### config.mk
export PLATFORM = sky130hd
export DESIGN_NAME = psum_accumulator_flat
export DESIGN_NICKNAME = d
export VERILOG_FILES = /design/src/rtl/psum_accumulator_if.sv /design/src/rtl/psum_accumulator.sv /design/src/flat_wrapper.sv
export SDC_FILE = /design/constraint.sdc
export NUM_CORES = 1
export LEC_CHECK = 0
export ABC_AREA = 1
export BUFFER_PORTS_ARGS = -buffer_cell sky130_fd_sc_hd__buf_2
export CORE_MARGIN = 2
export CORE_UTILIZATION = 59
export CTS_CLUSTER_SIZE = 16
export DETAILED_ROUTE_END_ITERATION = 7
export PLACE_DENSITY_LB_ADDON = 0.08
export SLEW_MARGIN = 20
export SYNTH_ARGS = -nofsm -noshare
export SYNTH_HDL_FRONTEND = slang
export SYNTH_SLANG_ARGS = --single-unit
export TNS_END_PERCENT = 100
### constraint.sdc
create_clock -name clk -period 3.5 [get_ports clk]
set_input_delay 0.7 -clock clk [delete_from_list [all_inputs] [get_ports clk]]
set_output_delay 0.7 -clock clk [all_outputs]
set_load 0.02 [all_outputs]
### src/rtl/psum_accumulator_if.sv
// AXI-Stream style beat bundle (data, valid/ready, last, id) shared by the
// input and output sides of the partial-sum accumulator.
interface psum_accumulator_if #(
  parameter int DATA_W = 16,
  parameter int ID_W   = 1
);
  logic [DATA_W-1:0] tdata;
  logic              tvalid;
  logic              tready;
  logic              tlast;
  logic [ID_W-1:0]   tid;

  modport master (output tdata, output tvalid, output tlast, output tid, input tready);
  modport slave  (input tdata, input tvalid, input tlast, input tid, output tready);
endinterface

### src/rtl/psum_accumulator.sv
// Per-lane partial-sum accumulator: sums signed beats up to tlast in a guard-bit
// extended register, saturates to OUT_WIDTH and emits one framed result beat.
module psum_accumulator #(
  parameter int RSLT_WIDTH        = 16,
  parameter int GUARD_BITS        = 8,
  parameter int OUT_WIDTH         = 16,
  parameter int RESULTS_PER_FRAME = 4,
  parameter int ID_WIDTH          = 1
) (
  input  logic                 clk,
  input  logic                 rst,
  psum_accumulator_if.slave    s_axis,
  psum_accumulator_if.master   m_axis,
  output logic                 err_overflow,
  output logic                 err_id_mismatch
);

  localparam int ACC_WIDTH = RSLT_WIDTH + GUARD_BITS;
  localparam int CNT_W     = (RESULTS_PER_FRAME > 1) ? $clog2(RESULTS_PER_FRAME) : 1;
  localparam logic [CNT_W-1:0] LAST_CNT = CNT_W'(RESULTS_PER_FRAME - 1);
  localparam logic signed [ACC_WIDTH-1:0] SAT_MAX =
    {{(ACC_WIDTH-OUT_WIDTH+1){1'b0}}, {(OUT_WIDTH-1){1'b1}}};
  localparam logic signed [ACC_WIDTH-1:0] SAT_MIN =
    {{(ACC_WIDTH-OUT_WIDTH+1){1'b1}}, {(OUT_WIDTH-1){1'b0}}};

  typedef enum logic [1:0] {IDLE, ACCUM, OUTPUT} state_t;

  state_t                         state_q, state_d;
  logic signed [ACC_WIDTH-1:0]    acc_p0;
  logic        [ID_WIDTH-1:0]     tid_p0;
  logic        [OUT_WIDTH-1:0]    res_p1;
  logic        [CNT_W-1:0]        frame_cnt;
  logic signed [RSLT_WIDTH-1:0]   din_p0;
  logic signed [ACC_WIDTH-1:0]    din_ext;
  logic signed [ACC_WIDTH-1:0]    sum_c;
  logic                           in_fire;
  logic                           out_fire;
  logic                           first_beat;

  function automatic logic sat_ovf(input logic signed [ACC_WIDTH-1:0] v);
    return (v > SAT_MAX) || (v < SAT_MIN);
  endfunction

  function automatic logic [OUT_WIDTH-1:0] saturate(input logic signed [ACC_WIDTH-1:0] v);
    if (v > SAT_MAX)      return SAT_MAX[OUT_WIDTH-1:0];
    else if (v < SAT_MIN) return SAT_MIN[OUT_WIDTH-1:0];
    else                  return v[OUT_WIDTH-1:0];
  endfunction

  assign s_axis.tready = (state_q != OUTPUT);
  assign in_fire       = s_axis.tvalid && s_axis.tready;
  assign out_fire      = m_axis.tvalid && m_axis.tready;
  assign first_beat    = (state_q == IDLE);

  // Final-sum path: a new sum restarts from the incoming beat instead of acc.
  assign din_p0  = s_axis.tdata;
  assign din_ext = ACC_WIDTH'(din_p0);
  assign sum_c   = first_beat ? din_ext : acc_p0 + din_ext;

  assign m_axis.tvalid = (state_q == OUTPUT);
  assign m_axis.tdata  = res_p1;
  assign m_axis.tid    = tid_p0;
  assign m_axis.tlast  = (state_q == OUTPUT) && (frame_cnt == LAST_CNT);

  always_comb begin
    state_d = state_q;
    case (state_q)
      IDLE, ACCUM: if (in_fire) state_d = s_axis.tlast ? OUTPUT : ACCUM;
      OUTPUT:      if (m_axis.tready) state_d = IDLE;
      default:     state_d = IDLE;
    endcase
  end

  always_ff @(posedge clk) begin
    if (rst) begin
      state_q         <= IDLE;
      acc_p0          <= '0;
      tid_p0          <= '0;
      res_p1          <= '0;
      frame_cnt       <= '0;
      err_overflow    <= 1'b0;
      err_id_mismatch <= 1'b0;
    end else begin
      state_q <= state_d;
      // Stage p0: accumulate and track the id of the first beat.
      if (in_fire) begin
        acc_p0 <= sum_c;
        if (first_beat)
          tid_p0 <= s_axis.tid;
        else if (s_axis.tid != tid_p0)
          err_id_mismatch <= 1'b1;
        // Stage p1: saturated result registered with the tlast beat.
        if (s_axis.tlast) begin
          res_p1 <= saturate(sum_c);
          if (sat_ovf(sum_c)) err_overflow <= 1'b1;
        end
      end
      if (out_fire)
        frame_cnt <= (frame_cnt == LAST_CNT) ? '0 : frame_cnt + 1'b1;
    end
  end

endmodule
### src/flat_wrapper.sv
// flat-port wrapper written by rule: the top's interface ports become plain ports
module psum_accumulator_flat 
#(
  parameter int RSLT_WIDTH        = 16,
  parameter int GUARD_BITS        = 8,
  parameter int OUT_WIDTH         = 16,
  parameter int RESULTS_PER_FRAME = 4,
  parameter int ID_WIDTH          = 1
)
  (clk, rst, err_overflow, err_id_mismatch, s_axis_tdata, s_axis_tvalid, s_axis_tlast, s_axis_tid, s_axis_tready, m_axis_tdata, m_axis_tvalid, m_axis_tlast, m_axis_tid, m_axis_tready);
  psum_accumulator_if s_axis_i ();
  psum_accumulator_if m_axis_i ();
  input  logic clk;
  input  logic rst;
  output logic err_overflow;
  output logic err_id_mismatch;
  input wire logic [$bits(s_axis_i.tdata)-1:0] s_axis_tdata;
  input wire logic [$bits(s_axis_i.tvalid)-1:0] s_axis_tvalid;
  input wire logic [$bits(s_axis_i.tlast)-1:0] s_axis_tlast;
  input wire logic [$bits(s_axis_i.tid)-1:0] s_axis_tid;
  output wire logic [$bits(s_axis_i.tready)-1:0] s_axis_tready;
  output wire logic [$bits(m_axis_i.tdata)-1:0] m_axis_tdata;
  output wire logic [$bits(m_axis_i.tvalid)-1:0] m_axis_tvalid;
  output wire logic [$bits(m_axis_i.tlast)-1:0] m_axis_tlast;
  output wire logic [$bits(m_axis_i.tid)-1:0] m_axis_tid;
  input wire logic [$bits(m_axis_i.tready)-1:0] m_axis_tready;
  assign s_axis_i.tdata = s_axis_tdata;
  assign s_axis_i.tvalid = s_axis_tvalid;
  assign s_axis_i.tlast = s_axis_tlast;
  assign s_axis_i.tid = s_axis_tid;
  assign s_axis_tready = s_axis_i.tready;
  assign m_axis_tdata = m_axis_i.tdata;
  assign m_axis_tvalid = m_axis_i.tvalid;
  assign m_axis_tlast = m_axis_i.tlast;
  assign m_axis_tid = m_axis_i.tid;
  assign m_axis_i.tready = m_axis_tready;
  psum_accumulator #(.RSLT_WIDTH(RSLT_WIDTH), .GUARD_BITS(GUARD_BITS), .OUT_WIDTH(OUT_WIDTH), .RESULTS_PER_FRAME(RESULTS_PER_FRAME), .ID_WIDTH(ID_WIDTH)) u_core (.clk(clk), .rst(rst), .s_axis(s_axis_i), .m_axis(m_axis_i), .err_overflow(err_overflow), .err_id_mismatch(err_id_mismatch));
endmodule
==> key figures, run 1 <==
Run status
  • Status: finished, final reports clean

Routing
  • Vias: 3900
  • DR DRC count: 0
  • 1st-iter DRT viols: 303
  • DR pass1 iterations: 7
  • Vias per inst: 5.42
  • Final wirelength: 9740 um
  • WL/cell: 13.5 um
  • Final ANT Viol Nets: 0

Pwr
  • Leakage power: 2.17 nW
  • Sw Pwr: 0.681 mW
  • Tot Pwr: 1.71 mW
  • Clk pwr share: 25.0%
  • Internal power: 1.02 mW
  • Reg power frac: 35.7%
  • PwrDens: 422 nW/um^2
  • Combinational power share: 39.2%
  • Switching Fraction: 39.9%
  • Maximum vdd drop: 0.238 mV

Timing
  • Final Slew Violations: 0
  • Slew @ Worst Pin: 502 ps
  • Worst slew margin: 66.2%
  • Highest clock rate: 340 MHz
  • Post-layout min period: 2940 ps
  • RSZ-0062 raised after global routing: false
  • Fin crit share: 84.1%
  • Worst Skew: 10.1 ps
  • Final Hold Fails: 0
  • Setup_tns: 0 ps
  • Final setup vio count: 0

Clock tree
  • Clk Latency, worst-skew pair: 310 ps
  • Worst-case clock buffer depth: 2
  • CTS H-tree lvls: 2
  • Clk slew on worst S/H paths: 100 ps
  • Clock Sinks: 47
  • Post-CTS Setup Bufs: 0
  • Clock root cell: clkbuf_8
  • CTS tree: yes
  • Post-cts resize count: 0
  • Hold_buf cts: 0
  • CTS Buf Count: 5

Global route
  • First-pass GRT wire length: 16200 um
  • Gr ovfl total: 0
  • Total GRT Usage: 28.1%
  • Vias in the first global route: 3625
  • Largest net degree at the start of global routing: 47
  • Number of antenna violations at the first check in global routing: 0

Critical path
  • CP cell instances: buf_2 > ha_1 > inv_1 > fa_1 > inv_1 > nand3_1 > nand3_2 > nand2_1 > nand2_1 > nand2_1 > nand3_2 > nand2_1 > nand2_1 > nand3_1 > nor2_1 > nand3_1 > nand2_2 > nand2_4 > a21oi_1 > nor2_1
  • Max stage delay on crit path: 410 ps
  • Crit path max fanout: 15
  • Arrival time worst endpoint: 3150 ps
  • R2R Path End: u_core.m_axis.tdata[3]$_SDFFE_PP0P_
  • CP dominant cell by count: nand2_1
  • CP required: 3710 ps
  • Reg2reg start: u_core.acc_p0[0]$_SDFFE_PP0P_
  • Worst Path Buf+Inv: 3
  • R2R setup slack: 660 ps
  • Critical Path Source Type: primary input
  • CP top delay family: simple AND/OR/NAND/NOR gates
  • Setup CP Type: primary input to register
  • Critical path capture point type: register
  • Worst R2R Path Depth: 19
  • Critical path's slowest cell: fa_1

Floorplanning
  • Initial core utilization: 61.4%
  • Rows: 28
  • Die H: 83.0 um
  • CORE AREA: 5990 um^2
  • Die width: 83.0 um
  • Overall die area: 6880 um^2
  • IO Pins: 44

Synth
  • Net Count, Synth: 653
  • Fraction of registers with async set/reset: 0%
  • Yosys warnings: 0
  • Post-synth EDFFs: 0
  • FF+latch count, synth: 47
  • Synth top area cells: dfxtp_1, nand2_1, inv_1
  • Sequential share of the synthesized area: 25.6%
  • Cells after synthesis: 606
  • Top_reg_cell synth: dfxtp_1
  • Avg Inst Size Synth: 6.07 um^2
  • Cell Area, Synth: 3680 um^2
  • Synth top area share: 25.6%
  • Leading area contributor after synthesis: dfxtp_1
  • Cell variety after synth: 33

Worst hold path
  • Worst Hold End: u_core.err_id_mismatch$_SDFFE_PP0P_
  • Hold Crit Start: u_core.err_id_mismatch$_SDFFE_PP0P_
  • Worst hold stages: 2
  • Worst Hold Class: register to register

Cells and area
  • Finished Layout Cells: 719
  • Share of cells above drive strength 1: 12.4%
  • Nets: 690
  • Antenna diodes: 0
  • Area Overhead vs Synth: 10.0%

Placed design
  • Placed cell count: 711
  • Final HPWL DP: 7520 um
  • Placer congestion estimate: 1.05
  • Port bufs: 43

Flow run
  • Maxcap violations: 0
## cells by family after synthesis
group,Yosys count,synth area share [%]
xor gates and xnor gates,12,2.86
buffers and inverters,103,11.2
DFF,47,25.6
and+or+nand+nor,302,34.7
adders and majority gates,25,8.71
muxes,2,0.544
AOI/OAI and AO/OA,115,16.4
## synthesized netlist by cell type (2+ instances only)
| master | n |
|---|---|
| a31oi_1 | 2 |
| nor2_2 | 8 |
| nand2_2 | 8 |
| inv_2 | 2 |
| inv_1 | 83 |
| o22ai_1 | 2 |
| nor2_1 | 73 |
| dfxtp_1 | 47 |
| nor3_1 | 4 |
| o211ai_1 | 6 |
| mux2i_1 | 2 |
| buf_6 | 3 |
| nand3_2 | 4 |
| ha_1 | 24 |
| nand4_1 | 4 |
| nand3b_1 | 2 |
| nand3_1 | 35 |
| o21ai_0 | 47 |
| buf_2 | 2 |
| a21oi_1 | 54 |
| nand2_1 | 161 |
| clkbuf_1 | 12 |
| xor2_1 | 5 |
| xnor2_1 | 7 |
## layer usage
metal / vias up / GRT usage, % / part of all wire (%)
met3: 20 / 4.87 / 5.3
met5: - / 0 / 0
met4: 0 / 10.1 / 3.0
met1: 1737 / 34.9 / 46
li1: 2021 / - / -
met2: 122 / 48.9 / 46
## worst max-delay path by stage
stage | start | to | cells past startpoint
finish | s_axis_tdata[0] | u_core.m_axis.tdata[3]$_SDFFE_PP0P_ | 20
global route | s_axis_tdata[0] | u_core.m_axis.tdata[2]$_SDFFE_PP0P_ | 20
CTS | s_axis_tdata[0] | u_core.m_axis.tdata[3]$_SDFFE_PP0P_ | 20
detailed placement | s_axis_tdata[0] | u_core.m_axis.tdata[3]$_SDFFE_PP0P_ | 20
global placement | s_axis_tdata[0] | u_core.m_axis.tdata[2]$_SDFFE_PP0P_ | 20
floorplan | s_axis_tdata[0] | u_core.m_axis.tdata[11]$_SDFFE_PP0P_ | 20
## cells in the final DEF, fill, tap and decap left out
master,synthesis,final
a21oi_1,54,54
a31oi_1,2,2
buf_2,2,43
buf_4,0,4
bufinv_16,0,1
clkbuf_8,0,5
clkinv_1,1,1
clkinvlp_4,0,1
dfxtp_1,47,47
fa_1,1,1
ha_1,24,24
inv_1,83,83
inv_2,2,2
inv_6,0,1
mux2i_1,2,2
nand2_1,161,161
nand2_2,8,8
nand2_4,1,1
nand3_1,35,35
nand3_2,4,4
nand3b_1,2,2
nand4_1,4,4
nor2_1,73,72
nor2_2,8,9
nor3_1,4,4
nor4_1,1,1
o211ai_1,6,6
o21a_1,1,1
o21ai_0,47,47
o21ai_1,1,1
o21bai_1,1,1
o22ai_1,2,2
o31ai_1,1,1
or2_2,1,1
xnor2_1,7,7
xor2_1,5,5
## sequential cells by signal (all words and copies together), names as in the netlist
register                cells
u_core.err_id_mismatch      1
u_core.frame_cnt            2
u_core.acc_p0              24
u_core.state_q              2
u_core.err_overflow         1
u_core.m_axis.tid           1
u_core.m_axis.tdata        16
## metrics by stage
stage	cell area, um^2	hold slack [ps]	worst slack [ps]	utilization (%)
2_1_floorplan	3680	443	789	-
3_3_place_gp	3930	433	293	65.6
3_5_place_dp	3930	447	246	65.6
4_1_cts	4050	461	564	67.5
5_1_grt	4050	484	308	67.5
6_report	4050	453	557	67.5
## final cells by class
class / instances / area (um^2)
Clock buffer: 5 / 68.8
Clock inverter: 3 / 46.3
Fill cell: 563 / 1940
Inverter: 86 / 323
Multi-Input combinational cell: 456 / 2330
Sequential cell: 47 / 941
Tap cell: 75 / 93.8
Timing Repair Buffer: 47 / 245
## worst reg2reg max path: cells and delay by family (launching register included)
| kind | cells | cell delay [ps] |
|---|---|---|
| simple gates | 14 | 1370 |
| fa+ha+maj | 2 | 650 |
| flops | 1 | 360 |
| buf+inv | 2 | 170 |
| compound gates | 1 | 170 |
## power groups by stage
stage | sequential [mW] | clock (mW) | combinational, mW
4_1_cts | 0.610 | 0.435 | 0.659
5_1_grt | 0.615 | 0.453 | 0.750
6_report | 0.610 | 0.427 | 0.669
3_5_place_dp | 0.622 | 0 | 0.654
3_3_place_gp | 0.620 | 0 | 0.646
2_1_floorplan | 0.638 | 0 | 0.482
Power figures use the tool's default switching activity.
==> run 2, diff against run 1 <==
--- a/config.mk
+++ b/config.mk
@@ -8,7 +8,7 @@
 export ABC_AREA = 1
 export BUFFER_PORTS_ARGS = -buffer_cell sky130_fd_sc_hd__buf_2
 export CORE_MARGIN = 2
-export CORE_UTILIZATION = 59
+export CORE_UTILIZATION = 53
 export CTS_CLUSTER_SIZE = 16
 export DETAILED_ROUTE_END_ITERATION = 7
 export PLACE_DENSITY_LB_ADDON = 0.08
==> constraint.sdc (replaced) <==
create_clock -name clk -period 2.7 [get_ports clk]
set_input_delay 0.54 -clock clk [delete_from_list [all_inputs] [get_ports clk]]
set_output_delay 0.54 -clock clk [all_outputs]
set_load 0.02 [all_outputs]
==> run 2 against run 1 <==
Net effect: highest routed layer unchanged; hold slack better by 7.4 ps; critical path type unchanged; design area up 10%; total power rose by 38%; worst setup slack got worse by 400 ps; die area up 11%; via count is 3.7% higher.
==> key figures, run 2 (synthesis gave the netlist of run 1 again) <==
Timing
  • Highest clock rate: 394 MHz
  • Final setup vio count: 0 (unchanged)
  • Final Slew Violations: 0 (unchanged)
  • Worst Skew: 10.8 ps (was 10.1 ps)
  • Post-layout min period: 2540 ps
  • Hold_ws: 460 ps (was 453 ps)
  • Final Hold Fails: 0 (unchanged)
  • RSZ-0062 raised after global routing: false (unchanged)
  • Fin crit share: 94.0%
  • Slew @ Worst Pin: 657 ps (was 502 ps)
  • Worst slew margin: 56.1% (was 66.2%)

Cells and area
  • Biggest register: u_core.acc_p0 (unchanged)
  • Max FFs per register: 24 (unchanged)
  • Antenna diodes: 0 (unchanged)
  • Share of cells above drive strength 1: 20.3% (was 12.4%)
  • Commonest non-fill, non-tap cell in the layout: nand2_1 (unchanged)
  • Commonest cells after routing, fill and taps aside: nand2_1, inv_1, nor2_1 (unchanged)
  • Final Instance Area: 4450 um^2 (was 4050 um^2)
  • Nets: 731 (was 690)
  • Area Overhead vs Synth: 21.0% (was 10.0%)

Run status
  • Status: finished, final reports clean (unchanged)

Critical path
  • Critical path capture point type: register (unchanged)
  • Crit path max fanout: 8 (was 15)
  • CP cell instances: buf_2 > ha_1 > nand2_1 > nor2_1 > inv_1 > nor3_1 > nand2_1 > nand2_1 > nand2_1 > nand3_1 > nand3_1 > nor2_1 > nand3_2 > nand2_4 > nand2_8 > a21oi_2 > nor2_1 (was buf_2 > ha_1 > inv_1 > fa_1 > inv_1 > nand3_1 > nand3_2 > nand2_1 > nand2_1 > nand2_1 > nand3_2 > nand2_1 > nand2_1 > nand3_1 > nor2_1 > nand3_1 > nand2_2 > nand2_4 > a21oi_1 > nor2_1)
  • Setup CP Type: primary input to register (unchanged)
  • CP dominant cell by count: nand2_1 (unchanged)
  • Arrival time worst endpoint: 2730 ps (was 3150 ps)
  • CP required: 2890 ps (was 3710 ps)
  • Max stage delay on crit path: 370 ps (was 410 ps)
  • Reg2reg start: u_core.acc_p0[0]$_SDFFE_PP0P_ (unchanged)
  • R2R setup slack: 190 ps (was 660 ps)
  • Critical Path Source Type: primary input (unchanged)
  • Worst R2R Path Depth: 19 (unchanged)
  • R2R Path End: u_core.m_axis.tdata[3]$_SDFFE_PP0P_ (unchanged)
  • Critical path's slowest cell: ha_1 (was fa_1)

Routing
  • Vias per inst: 5.29 (was 5.42)
  • DR DRC count: 0 (unchanged)
  • DR pass1 iterations: 6 (was 7)
  • Vias: 4046 (was 3900)
  • WL/cell: 13.6 um (was 13.5 um)
  • 1st-iter DRT viols: 233 (was 303)
  • Final wirelength: 10400 um (was 9740 um)
  • Final ANT Viol Nets: 0 (unchanged)

Floorplanning
  • CORE AREA: 6760 um^2 (was 5990 um^2)
  • Die H: 87.3 um (was 83.0 um)
  • Rows: 30 (was 28)
  • IO Pins: 44 (unchanged)
  • Initial core utilization: 54.4% (was 61.4%)
  • Die width: 87.3 um (was 83.0 um)
  • Overall die area: 7620 um^2 (was 6880 um^2)

Worst hold path
  • Hold Crit Start: u_core.err_id_mismatch$_SDFFE_PP0P_ (unchanged)
  • Worst Hold End: u_core.err_id_mismatch$_SDFFE_PP0P_ (unchanged)
  • Worst hold stages: 2 (unchanged)
  • Worst Hold Class: register to register (unchanged)

Clock tree
  • Clk Latency, worst-skew pair: 310 ps (about the same)
  • CTS Buf Count: 5 (unchanged)
  • Clk slew on worst S/H paths: 90 ps (was 100 ps)
  • CTS tree: yes (unchanged)
  • CTS H-tree lvls: 2 (unchanged)
  • Worst-case clock buffer depth: 2 (unchanged)
  • Hold_buf cts: 0 (unchanged)
  • Clock root cell: clkbuf_8 (unchanged)
  • Clock Sinks: 47 (unchanged)

Placed design
  • Placer congestion estimate: 0.972 (was 1.05)
  • Port bufs: 43 (unchanged)
  • Final HPWL DP: 8120 um (was 7520 um)
  • Area of placed instances: 4230 um^2 (was 3930 um^2)

Global route
  • First-pass GRT wire length: 16900 um (was 16200 um)
  • Number of antenna violations at the first check in global routing: 0 (unchanged)
  • Total GRT Usage: 27.6% (was 28.1%)
  • Largest net degree at the start of global routing: 47 (unchanged)
  • Vias in the first global route: 3675 (was 3625)
  • Gr ovfl total: 0 (unchanged)

Pwr
  • Leakage power: 2.38 nW (was 2.17 nW)
  • Maximum vdd drop: 0.422 mV (was 0.238 mV)
  • PwrDens: 530 nW/um^2 (was 422 nW/um^2)

Flow run
  • Maxcap violations: 0 (unchanged)
[run 2: through the flow]
| step | worst slack (ps) | total power, mW | std cells | TNS [ps] | util [%] |
|---|---|---|---|---|---|
| floorplan | 149 | 1.45 | 606 | 0 | - |
| global placement | -204 | 1.76 | 755 | -2840 | 62.6 |
| detailed placement | -191 | 1.77 | 755 | -2570 | 62.6 |
| CTS | 92.1 | 2.32 | 763 | 0 | 64.3 |
| global route | 5.53 | 2.53 | 765 | 0 | 65.9 |
| finish | 162 | 2.36 | 765 | 0 | 65.9 |
[run 2: where the power goes]
part           total, mW  switching (mW)  internal (mW)
clock              0.547           0.265          0.281
sequential         0.791          0.0352          0.756
combinational       1.02           0.628          0.393
total               2.36           0.929           1.43
[run 2: how the worst max path moves through the flow]
| stage | start | to | slack (ps) |
|---|---|---|---|
| 2_1_floorplan | s_axis_tdata[0] | u_core.m_axis.tdata[11]$_SDFFE_PP0P_ | 150 |
| 3_3_place_gp | s_axis_tdata[0] | u_core.m_axis.tdata[2]$_SDFFE_PP0P_ | -200 |
| 3_5_place_dp | s_axis_tdata[0] | u_core.m_axis.tdata[2]$_SDFFE_PP0P_ | -190 |
| 4_1_cts | u_core.acc_p0[0]$_SDFFE_PP0P_ | u_core.m_axis.tdata[2]$_SDFFE_PP0P_ | 90 |
| 5_1_grt | s_axis_tdata[15] | u_core.m_axis.tdata[3]$_SDFFE_PP0P_ | 6 |
| 6_report | s_axis_tdata[15] | u_core.m_axis.tdata[3]$_SDFFE_PP0P_ | 160 |
[run 2: what timing repair did]
action                                  4_1_cts  5_1_grt
resized for setup                             0       25
endpoints found under the setup margin        0       16
buffers inserted                              0        1
[run 2: worst max-delay path: cells and delay by family]
kind	cells	cell delay, ps
fa+ha+maj	1	370
buf+inv	2	240
simple gates	13	1410
compound gates	1	140
[run 2: layout make-up]
class / instances / area [um^2]
clock buffers: 5 / 68.8
clock inverters: 3 / 47.5
fillers: 644 / 2300
inverters: 86 / 325
multi-input cells: 457 / 2420
flip-flops and latches: 47 / 942
well taps: 80 / 100
repair buffers: 87 / 546
[run 2: routing by layer]
| metal | share of wire, % | global-route usage (%) | routed length (um) |
|---|---|---|---|
| met2 | 48 | 47.5 | 4980 |
| met3 | 4.4 | 3.79 | 456 |
| met4 | 1.7 | 5.87 | 182 |
| met1 | 46 | 36.8 | 4790 |
| met5 | 0 | 0 | 0 |
==> run 3, diff against run 2 <==
--- a/config.mk
+++ b/config.mk
@@ -7,6 +7,7 @@
 export LEC_CHECK = 0
 export ABC_AREA = 1
 export BUFFER_PORTS_ARGS = -buffer_cell sky130_fd_sc_hd__buf_2
+export CORE_ASPECT_RATIO = 1.1
 export CORE_MARGIN = 2
 export CORE_UTILIZATION = 53
 export CTS_CLUSTER_SIZE = 16
==> run 3 against run 2 <==
Net effect: final cell count rose by 1.6%; sequential power rose by 0.8%; die area hardly changed.
==> key figures, run 3 (synthesis gave the netlist of run 1 again) <==
Routing
  • WL/cell: 13.7 um (was 13.6 um)
  • 1st-iter DRT viols: 225 (was 233)
  • Final ANT Viol Nets: 0 (unchanged)
  • DR DRC count: 0 (unchanged)
  • DR pass1 iterations: 5 (was 6)
  • Final wirelength: 10600 um (was 10400 um)
  • Vias: 4090 (was 4046)
  • Vias per inst: 5.26 (was 5.29)

Critical path
  • CP cell instances: clkbuf_4 > buf_4 > ha_1 > inv_1 > nor4_1 > nand2_1 > nand2_1 > xor2_1 > nand2_1 > nand2_2 > nand2_4 > buf_4 > nand2_1 > nand2_1 > a21oi_1 (was buf_2 > ha_1 > nand2_1 > nor2_1 > inv_1 > nor3_1 > nand2_1 > nand2_1 > nand2_1 > nand3_1 > nand3_1 > nor2_1 > nand3_2 > nand2_4 > nand2_8 > a21oi_2 > nor2_1)
  • Critical Path Source Type: primary input (unchanged)
  • Worst Path Buf+Inv: 4 (was 2)
  • Critical path's slowest cell: nor4_1 (was ha_1)
  • CP required: 2930 ps (was 2890 ps)
  • Arrival time worst endpoint: 2850 ps (was 2730 ps)
  • CP dominant cell by count: nand2_1 (unchanged)
  • Setup CP Type: primary input to register (unchanged)
  • Max stage delay on crit path: 380 ps (was 370 ps)
  • Crit path max fanout: 7 (was 8)
  • CP top delay family: simple AND/OR/NAND/NOR gates (unchanged)
  • Critical path capture point type: register (unchanged)

Clock tree
  • Clock Sinks: 47 (unchanged)
  • CTS tree: yes (unchanged)
  • CTS Buf Count: 5 (unchanged)
  • Clk slew on worst S/H paths: 90 ps (about the same)
  • Worst-case clock buffer depth: 2 (unchanged)
  • Hold_buf cts: 0 (unchanged)
  • Clock root cell: clkbuf_8 (unchanged)
  • Clk Latency, worst-skew pair: 300 ps (was 310 ps)
  • CTS H-tree lvls: 2 (unchanged)

Global route
  • Met2 usage: 48.6% (was 47.5%)
  • Largest net degree at the start of global routing: 47 (unchanged)
  • Number of antenna violations at the first check in global routing: 0 (unchanged)
  • Total GRT Usage: 27.2% (was 27.6%)
  • GR peak layer: met2 (unchanged)
  • Gr ovfl total: 0 (unchanged)
  • Vias in the first global route: 3870 (was 3675)
  • Grt met3 use: 3.55% (was 3.79%)
  • Met1 Use GR: 32.0% (was 36.8%)
  • First-pass GRT wire length: 16900 um (about the same)

Cells and area
  • Finished Layout Cells: 777 (was 765)
  • Max FFs per register: 24 (unchanged)
  • Sequential Area: 942 um^2 (unchanged)
  • Commonest cells after routing, fill and taps aside: nand2_1, inv_1, nor2_1 (unchanged)
  • # fillers: 601 (was 644)
  • Multi-input logic area: 2530 um^2 (was 2420 um^2)
  • Area Overhead vs Synth: 26.0% (was 21.0%)
  • Final Instance Area: 4630 um^2 (was 4450 um^2)
  • Biggest register: u_core.acc_p0 (unchanged)
  • Share of cells above drive strength 1: 23.9% (was 20.3%)
  • Antenna diodes: 0 (unchanged)
  • Nets: 741 (was 731)
  • Commonest non-fill, non-tap cell in the layout: nand2_1 (unchanged)
  • Final Util: 69.4% (was 65.9%)

Floorplanning
  • Rows: 31 (was 30)
  • IO Pins: 44 (unchanged)
  • Overall die area: 7620 um^2 (about the same)
  • Die width: 83.4 um (was 87.3 um)
  • CORE AREA: 6670 um^2 (was 6760 um^2)
  • Initial core utilization: 55.1% (was 54.4%)
  • Die H: 91.4 um (was 87.3 um)

Pwr
  • Clk pwr share: 21.7% (was 23.2%)
  • Internal power: 1.48 mW (was 1.43 mW)
  • Leakage power: 2.43 nW (was 2.38 nW)
  • Maximum vdd drop: 0.394 mV (was 0.422 mV)
  • Reg power frac: 33.1% (was 33.5%)
  • Combinational power share: 45.2% (was 43.3%)
  • Sw Pwr: 0.934 mW (was 0.929 mW)
  • Tot Pwr: 2.41 mW (was 2.36 mW)
  • PwrDens: 520 nW/um^2 (was 530 nW/um^2)
  • Switching Fraction: 38.8% (was 39.4%)

Placed design
  • Placer congestion estimate: 0.955 (was 0.972)
  • Port bufs: 43 (unchanged)
  • Final HPWL DP: 8430 um (was 8120 um)
  • Area of placed instances: 4300 um^2 (was 4230 um^2)
  • Placed cell count: 766 (was 755)
  • Setup WS pre-CTS: -156 ps (was -191 ps)

Worst hold path
  • Worst Hold Class: register to register (unchanged)

Timing
  • Setup_tns: 0 ps (unchanged)
  • Final Hold Fails: 0 (unchanged)
  • Final worst slack: 88.5 ps (was 162 ps)
  • Worst slew margin: 57.4% (was 56.1%)
  • Final setup vio count: 0 (unchanged)
  • Final Slew Violations: 0 (unchanged)
  • Slew @ Worst Pin: 638 ps (was 657 ps)
  • Post-layout min period: 2610 ps (was 2540 ps)
  • Worst Skew: 5.59 ps (was 10.8 ps)
  • Hold_ws: 457 ps (was 460 ps)
  • Highest clock rate: 383 MHz (was 394 MHz)
  • Fin crit share: 96.7% (was 94.0%)

Run status
  • Status: finished, final reports clean (unchanged)

Flow run
  • Maxcap violations: 0 (unchanged)
run 3: metal layers:
layer,part of all wire (%),up-vias
li1,-,2119
met1,44,1840
met3,3.7,29
met2,49,102
met4,4.1,0
met5,0,-
run 3: layout make-up:
cell class / instances / area share [%]
inverters: 86 / 7.02
clock buffers: 5 / 1.49
well taps: 82 / 2.21
multi-input cells: 457 / 54.6
flip-flops and latches: 47 / 20.3
repair buffers: 97 / 13.4
clock inverters: 3 / 0.945
run 3: power groups by stage:
stage	sequential (mW)	combinational, mW	clock [mW]
5_1_grt	0.803	1.21	0.559
3_5_place_dp	0.808	0.991	0
6_report	0.797	1.09	0.524
3_3_place_gp	0.807	0.984	0
2_1_floorplan	0.827	0.625	0
4_1_cts	0.793	0.999	0.535
run 3: worst paths after layout:
kind / from / to / slack, ps / cells after the start
setup / recovery: s_axis_tdata[15] / u_core.err_overflow$_SDFFE_PP0P_ / 90 / 15
hold / removal: u_core.err_id_mismatch$_SDFFE_PP0P_ / u_core.err_id_mismatch$_SDFFE_PP0P_ / 460 / 2
setup reg to reg: u_core.acc_p0[0]$_SDFFE_PP0P_ / u_core.m_axis.tdata[4]$_SDFFE_PP0P_ / 150 / 19
hold reg to reg: u_core.err_id_mismatch$_SDFFE_PP0P_ / u_core.err_id_mismatch$_SDFFE_PP0P_ / 460 / 2
run 3: worst min-delay path, delay by kind of cell, from the launching register on:
kind	cells	cell delay, ps
AO/OA/AOI/OAI	1	50
flip-flops	1	320
buffers and inverters	1	40
run 3: timing repair:
| action | CTS | global route |
|---|---|---|
| gates resized for setup | 0 | 43 |
| buffers inserted | 0 | 2 |
| setup endpoints to repair | 0 | 16 |
